## src/rtl/key_pkg.sv

```systemverilog
// Shared key-event types for key_scan, key_evt_fifo and downstream decoders.
// Optional macro KEY_EVT_FIFO_TS_EN adds an 8-bit millisecond timestamp to
// each event record.
package key_pkg;

  localparam int unsigned KEY_W = 5;
  localparam int unsigned TS_W  = 8;

  typedef logic [KEY_W-1:0] key_code_t;
  typedef logic [TS_W-1:0]  key_ts_t;

  typedef struct packed {
    key_code_t code;
`ifdef KEY_EVT_FIFO_TS_EN
    key_ts_t   ts;
`endif
  } key_evt_t;

endpackage

```

## src/rtl/key_evt_ram.sv

```systemverilog
// Event storage for key_evt_fifo: DEPTH x key_evt_t register array,
// synchronous write, asynchronous read.
// Ports:
//   clk, rst : clock, async active-high reset (clears entries so the
//              read port shows zero after reset)
//   we       : write enable
//   waddr    : write address
//   wdata    : event written on the clk edge when we is high
//   raddr    : read address
//   rdata    : event at raddr (combinational)
// Macro KEY_EVT_FIFO_TS_EN widens entries via key_evt_t.
module key_evt_ram
  import key_pkg::*;
#(
  parameter int unsigned DEPTH = 8,
  parameter int unsigned AW    = 3
) (
  input  logic          clk,
  input  logic          rst,
  input  logic          we,
  input  logic [AW-1:0] waddr,
  input  key_evt_t      wdata,
  input  logic [AW-1:0] raddr,
  output key_evt_t      rdata
);

  key_evt_t mem [DEPTH];

  always_ff @(posedge clk or posedge rst) begin
    if (rst) begin
      for (int unsigned i = 0; i < DEPTH; i++) begin
        mem[i] <= '0;
      end
    end else if (we) begin
      mem[waddr] <= wdata;
    end
  end

  assign rdata = mem[raddr];

endmodule

```

## src/rtl/key_evt_fifo.sv

```systemverilog
// Key event FIFO: buffers key_scan new-key events (nkpls + nkv) and presents
// them in arrival order on a show-ahead valid/ready interface, with fill
// level and a sticky overflow flag.
// Ports:
//   clk, rst  : 10 MHz clock, async active-high reset
//   nkpls     : new-key pulse, one event per high cycle
//   nkv       : key code sampled with nkpls
//   kv_valid  : head entry available (kv_count != 0)
//   kv_ready  : consumer accepts head when high with kv_valid
//   kv_data   : head entry key code
//   kv_count  : stored entries, 0..DEPTH
//   ovf       : sticky, set when an event is dropped on full
//   ovf_clr   : clears ovf (an overflow drop in the same cycle wins)
//   pls1k     : 1 kHz tick (KEY_EVT_FIFO_TS_EN only)
//   kv_ts     : head entry timestamp (KEY_EVT_FIFO_TS_EN only)
// Macro KEY_EVT_FIFO_TS_EN enables the timestamp counter and ports.
module key_evt_fifo
  import key_pkg::*;
#(
  parameter int unsigned DEPTH = 8,
  parameter int unsigned AW    = 3
) (
  input  logic             clk,
  input  logic             rst,
  input  logic             nkpls,
  input  logic [KEY_W-1:0] nkv,
  output logic             kv_valid,
  input  logic             kv_ready,
  output logic [KEY_W-1:0] kv_data,
`ifdef KEY_EVT_FIFO_TS_EN
  input  logic             pls1k,
  output logic [TS_W-1:0]  kv_ts,
`endif
  output logic [AW:0]      kv_count,
  output logic             ovf,
  input  logic             ovf_clr
);

  localparam logic [AW:0] FULL_CNT = (AW+1)'(DEPTH);

  logic [AW-1:0] wr_ptr;
  logic [AW-1:0] rd_ptr;
  logic [AW:0]   count;
  logic          ovf_q;
  logic          full;
  logic          rd_en;
  logic          wr_en;
  logic          drop;
  key_evt_t      wr_evt;
  key_evt_t      rd_evt;

  assign full  = (count == FULL_CNT);
  assign rd_en = kv_valid & kv_ready;
  // A read in the same cycle frees a slot, so a full FIFO still accepts.
  assign wr_en = nkpls & (~full | rd_en);
  assign drop  = nkpls & ~wr_en;

  always_ff @(posedge clk or posedge rst) begin
    if (rst) begin
      wr_ptr <= '0;
      rd_ptr <= '0;
      count  <= '0;
      ovf_q  <= 1'b0;
    end else begin
      if (wr_en) wr_ptr <= wr_ptr + 1'b1;
      if (rd_en) rd_ptr <= rd_ptr + 1'b1;
      unique case ({wr_en, rd_en})
        2'b10:   count <= count + 1'b1;
        2'b01:   count <= count - 1'b1;
        default: count <= count;
      endcase
      if (drop)         ovf_q <= 1'b1;
      else if (ovf_clr) ovf_q <= 1'b0;
    end
  end

`ifdef KEY_EVT_FIFO_TS_EN
  logic [TS_W-1:0] ts_cnt;

  always_ff @(posedge clk or posedge rst) begin
    if (rst)        ts_cnt <= '0;
    else if (pls1k) ts_cnt <= ts_cnt + 1'b1;
  end
`endif

  always_comb begin
    wr_evt      = '0;
    wr_evt.code = nkv;
`ifdef KEY_EVT_FIFO_TS_EN
    wr_evt.ts   = ts_cnt;
`endif
  end

  key_evt_ram #(
    .DEPTH (DEPTH),
    .AW    (AW)
  ) u_ram (
    .clk   (clk),
    .rst   (rst),
    .we    (wr_en),
    .waddr (wr_ptr),
    .wdata (wr_evt),
    .raddr (rd_ptr),
    .rdata (rd_evt)
  );

  assign kv_valid = (count != '0);
  assign kv_count = count;
  assign kv_data  = rd_evt.code;
  assign ovf      = ovf_q;
`ifdef KEY_EVT_FIFO_TS_EN
  assign kv_ts    = rd_evt.ts;
`endif

endmodule

```

## config.mk

```make
export PLATFORM = sky130hd
export DESIGN_NAME = key_evt_fifo
export DESIGN_NICKNAME = d
export VERILOG_FILES = /design/src/rtl/key_pkg.sv /design/src/rtl/key_evt_ram.sv /design/src/rtl/key_evt_fifo.sv
export SDC_FILE = /design/constraint.sdc
export NUM_CORES = 1
export LEC_CHECK = 0
export CORE_UTILIZATION = 54
export CTS_CLUSTER_DIAMETER = 100
export DETAILED_ROUTE_END_ITERATION = 10
export HOLD_SLACK_MARGIN = 0.06
export PLACE_DENSITY = 0.8
export SETUP_SLACK_MARGIN = 0.05
export SKIP_LAST_GASP = 1
export SLEW_MARGIN = 10
export SYNTH_ARGS = -nofsm -noshare
export SYNTH_HDL_FRONTEND = slang
export SYNTH_SLANG_ARGS = --single-unit
export TNS_END_PERCENT = 30
```

## constraint.sdc

```tcl
create_clock -name clk -period 6.7 [get_ports clk]
set_input_delay 0.67 -clock clk [delete_from_list [all_inputs] [get_ports clk]]
set_output_delay 0.67 -clock clk [all_outputs]
set_load 0.005 [all_outputs]
```

# Yosys cells after proc, flatten, opt, wreduce, memory -nomap -nowiden
# Index checks and enable logic that the tools add are counted.
# W data, S select, Z words.
# op_classes
addsub,4
n_lt_le_gt_ge,3
mux,9
eq_ne,3
reduce_logical,4
bitwise,8
# op_table
op,n
$bwmux W40,1
$bmux W5 S3,1
$demux W5 S3,1
$mux W5,3
$ge A4 B4 Y1 const B,2
$not A3 Y4,2
$pmux W4 S2,1
$add A3 B1 Y3 const B,2
$add A4 B1 Y4 const B,1
$eq A4 B4 Y1 const B,1
$lt A4 B1 Y1 const B,1
$reduce_bool A2 Y1,2
$reduce_bool A4 Y1,1
$sub A4 B1 Y4 const B,1
$and A1 B1 Y1,3
$eq A2 B1 Y1 const B,1
$eq A2 B2 Y1 const B,1
$mux W1,2
$not A1 Y1,2
$logic_and A1 B1 Y1,1
$or A1 B1 Y1,1
# word_totals
word_cells,43
out_inout_bits,11
ff_bits,51

# Longest topological paths before layout
# logic_depth
word_depth,7
ltp_mapped,9
mapped_depth_nobuf,8

# Modules after synthesis
# From an unflattened synthesis, not the netlist that was laid out.
# unflattened
hier_cells,166
area_unflattened_um2,2538.7
# modules_own_cells
module,instances,cells_each,area_per_inst_um2
key_evt_ram,1,107,1888.1
key_evt_fifo,1,59,650.6

# Worst setup path before layout
# OpenSTA, ideal clock, no wires.
# synth_timing
path_kind,input to register
from,input kv_ready
to,"register count[3], in the netlist kv_count[3]"
required_ps,6566
setup_slack_ps,3911
setup_time_ps,134
path_stages,7
path_buffers,0
arrival_ps,2656
cell_sequence,nand2b_1 > o21ai_2 > ha_1 > ha_1 > or4b_2 > o311ai_0 > o211ai_1
# synth_between
elab_chain_cells,5
word_cells_on_any_way,7
# synth_rtl
item,line_no,text
"start, declared",key_evt_fifo.sv:28,"input logic kv_ready,"
$and A1 B1 Y1 (*),key_evt_fifo.sv:53,assign rd_en = kv_valid & kv_ready;
$or A1 B1 Y1,key_evt_fifo.sv:55,assign wr_en = nkpls & (~full | rd_en);
$and A1 B1 Y1,key_evt_fifo.sv:55,
$eq A2 B1 Y1 / $eq A2 B2 Y1 (equally long branches),key_evt_fifo.sv:67,"unique case ({wr_en, rd_en})"
$pmux W4 S2 / $reduce_bool A2 Y1 (equally long branches),--,
"end signal, assigned",key_evt_fifo.sv:68,2'b10: count <= count + 1'b1;
"end signal, assigned",key_evt_fifo.sv:69,2'b01: count <= count - 1'b1;
"end signal, assigned",key_evt_fifo.sv:70,default: count <= count;
"end, declared",key_evt_fifo.sv:43,logic [AW:0] count;
# Mark *: on every way between the ends. The rest lies on a longest branch, timed or not.
# A chain may end at the register's enable or synchronous reset.

# Worst setup path after layout
# Ends and elaborated chain as after synthesis.

==> insert_results.sql <==
INSERT INTO impl_metrics (metric_group, metric, value, unit) VALUES
('die', 'floorplan.initialDensity', '57.75', '%'),
('clock_tree', 'worst_setup_hold_path_clk_slew', '0.09', 'ns'),
('clock_tree', 'number_of_resized_instances_in_the_post_cts_repair_step', '0', ''),
('place', 'gpl.final_weighted_congestion', '0.8230', ''),
('final_layout', 'finalNetCount', '212', ''),
('final_layout', 'insertedDiodeCount', '0', ''),
('logic_synthesis', 'compound_gate_portion_of_the_synthesized_area', '7.167', '%'),
('sta', 'worst_margin_pin_slew', '1.015', 'ns'),
('route', 'detail_route.vias_per_cell', '6.387', ''),
('hold_path', 'hp-class', 'register to register', ''),
('logic_synthesis', 'dominant_combinational_cell_family_by_area_after_synthesis', 'multiplexers', ''),
('run', 'maxCapViolCount', '0', ''),
('route', 'totalWireLength', '5.217', 'mm'),
('clock_tree', 'cts_root_buf', 'clkbuf_8', ''),
('clock_tree', 'postCtsSetupBuffers', '0', ''),
('die', 'die_area', '5065', 'sq um'),
('outcome', 'status', 'completed', ''),
('final_layout', 'final_non_filler_cell_area', '2890', 'sq um'),
('sta', 'finalCritPeriodShare', '49.48', '%'),
('route', 'wire_per_inst', '21.04', 'um'),
('clock_tree', 'cts_hold_buf', '0', ''),
('place', 'buffer_ports.inserted', '20', ''),
('power', 'leakage', '1.161', 'nW'),
('route', 'residual_drc', '0', ''),
('logic_synthesis', 'yosys.area_share.adder', '3.196', '%'),
('logic_synthesis', 'post_synth_simple_gate_area', '5.424', '%'),
('sta', 'setup_violations', '0', ''),
('clock_tree', 'number_of_buffers_between_clock_root_and_the_deepest_sink', '2', ''),
('power', 'switching_power', '0.4814', 'mW'),
('grt', 'gr-total-overflow', '0', ''),
('grt', 'globalRouteTotalUtil', '23.30', '%'),
('sta', 'setup-tns-final', '0', 'ns'),
('logic_synthesis', 'synth-seq-cells', '51', ''),
('grt', 'grt_start_max_net_pins', '52', ''),
('place', 'place.detailed.hpwl', '3.664', 'mm'),
('logic_synthesis', 'number_of_instances_in_the_synthesized_netlist', '177', ''),
('logic_synthesis', 'netlist-cell-type-count', '34', ''),
('logic_synthesis', 'synthesis.area_per_instance', '14.60', 'sq um'),
('sta', 'drv_slew', '0', ''),
('setup_path', 'cp_arrival', '3.48', 'ns'),
('sta', 'holdWs', '0.5066', 'ns'),
('grt', 'initial_antenna_violation_count', '0', ''),
('logic_synthesis', 'muxShareOfSynthArea', '30.02', '%'),
('clock_tree', 'cts_inserted_buffers', '5', ''),
('clock_tree', 'h_tree_level_count', '2', ''),
('sta', 'maxSlewHeadroom', '32.22', '%'),
('power', 'power_frac_comb', '44.8', '%'),
('route', 'initialDrtViolationCount', '88', ''),
('sta', 'timing.fmax', '0.3017', 'GHz'),
('power', 'share_seq_of_total_power', '43.4', '%'),
('final_layout', 'area_delta_synth_final', '11.86', '%'),
('sta', 'timing_hold_violations_final', '0', ''),
('clock_tree', 'clock-sinks', '51', ''),
('grt', 'first_pass_grt_wire_length', '8.728', 'mm'),
('clock_tree', 'cts_tree', 'built', ''),
('die', 'placeableCoreArea', '4474', 'sq um'),
('setup_path', 'critical_path_end_type', 'register', ''),
('power', 'power.internal', '0.9445', 'mW'),
('logic_synthesis', 'synth_warnings', '0', ''),
('power', 'sw_frac_of_total', '33.76', '%'),
('place', 'dpl_cell_area', '2808', 'sq um'),
('final_layout', 'nFillCells', '333', ''),
('final_layout', 'final_layout_size_suffix_gt1_share', '38.27', '%'),
('die', 'die_h', '71.17', 'um'),
('route', 'detailedRoute.firstPassIterationCount', '6', ''),
('logic_synthesis', 'synthXorXnorAreaFrac', '2.034', '%'),
('power', 'total_power', '1.426', 'mW'),
('grt', 'first_global_vias', '1666', ''),
('die', 'die_width', '71.17', 'um'),
('route', 'num_vias', '1584', ''),
('logic_synthesis', 'proportion_of_synthesized_chip_area_in_sequential_cells', '49.39', '%');
-- worst paths after layout --
kind	start	end	slack [ns]	cells past startpoint
worst max-delay path	kv_ready	kv_count[3]	3.39	8
worst min-delay path	u_ram.mem[27]	u_ram.mem[27]	0.51	1
worst max register to register	kv_count[0]	kv_count[3]	3.48	8
worst min register to register	u_ram.mem[27]	u_ram.mem[27]	0.51	1
max in group asynchronous	rst	rd_ptr[0]	5.15	2
min in group asynchronous	rst	u_ram.mem[12]	0.92	2
-- cell usage after synthesis, drive strengths merged --
library cell  number  area (sq um)
a2111o             1         11.26
a21oi              6         30.03
and4bb             2         25.02
buf                4         25.02
clkbuf             4         16.26
dfrtp             51          1276
fa                 1         20.02
ha                 5         62.56
inv                8         30.03
mux2              48         540.5
mux2i              1         10.01
mux4              10         225.2
nand2              1         3.750
nand2b             2         12.51
nand3              2         10.01
nand4              2         12.51
nand4b             3         26.28
nor2               2         7.510
nor2b              1         6.260
nor3               1         5.000
nor3b              2         15.01
o2111ai            2         52.55
o211ai             3         22.52
o21ai              6         60.06
o311ai             1         8.760
or3                1         6.260
or4b               1         10.01
xnor2              5         43.79
xor2               1         8.760
-- power groups by stage --
stage | combinational, mW | sequential [mW] | clock (mW)
6_report | 0.639 | 0.619 | 0.168
5_1_grt | 0.690 | 0.641 | 0.184
4_1_cts | 0.645 | 0.617 | 0.171
3_5_place_dp | 0.639 | 0.622 | 0
3_3_place_gp | 0.606 | 0.602 | 0
2_1_floorplan | 0.502 | 0.534 | 0
-- sequential cells by signal (all words and copies together), names as in the netlist --
name       flops
wr_ptr         3
kv_count       4
u_ram.mem     40
ovf            1
rd_ptr         3
-- layer usage --
metal	routed length [um]	vias to the layer above	global-route usage, %
li1	-	698	-
met1	2155	846	28.67
met2	2797	31	40.42
met3	172	9	5.128
met4	92	0	8.444
met5	0	-	0
-- logic make-up (layout without fill, tap and decap cells) --
group           after synthesis  in the layout
compound gates               19             19
xor+xnor                      6              6
fa+ha+maj                     6              6
buf+inv                      16             35
flops                        51             51
mux                          59             59
simple gates                 20             20
-- critical path, cell delays in order --
cell and delay (ns):
clkdlybuf4s50_1 0.48, nand2b_1 0.39, o21ai_2 0.30, ha_1 0.35, ha_1 0.35, or4b_2 0.63
o311ai_0 0.14, o211ai_1 0.16
-- cells in the final DEF (no fill, tap or decap), drive strengths merged, types with 3 or more instances in the layout --
cell type,instances
mux2,48
clkbuf,5
xnor2,5
o211ai,3
nand4b,3
mux4,10
ha,5
a21oi,6
clkdlybuf4s50,20
inv,8
o21ai,6
dfrtp,51
-- area by class of cell --
class	instances	area [sq um]	area share, %
clock buffer	5	68.82	2.381
clock inverter	2	13.76	0.4762
inverter	8	30.03	1.039
multi-input combinational	110	1236	42.77
sequential	51	1276	44.16
tap	52	65.06	2.251
timing repair buffer	20	200.2	6.926
-- per-stage QoR --
step           instances  worst slack (ns)  utilization, %
4_1_cts              248             3.443           64.60
6_report             248             3.385           64.60
5_1_grt              248             3.224           64.60
3_5_place_dp         241             3.164           62.75
2_1_floorplan        177             3.911               -
3_3_place_gp         241             3.310           62.75
No activity file was read; power rests on OpenSTA's default activity.
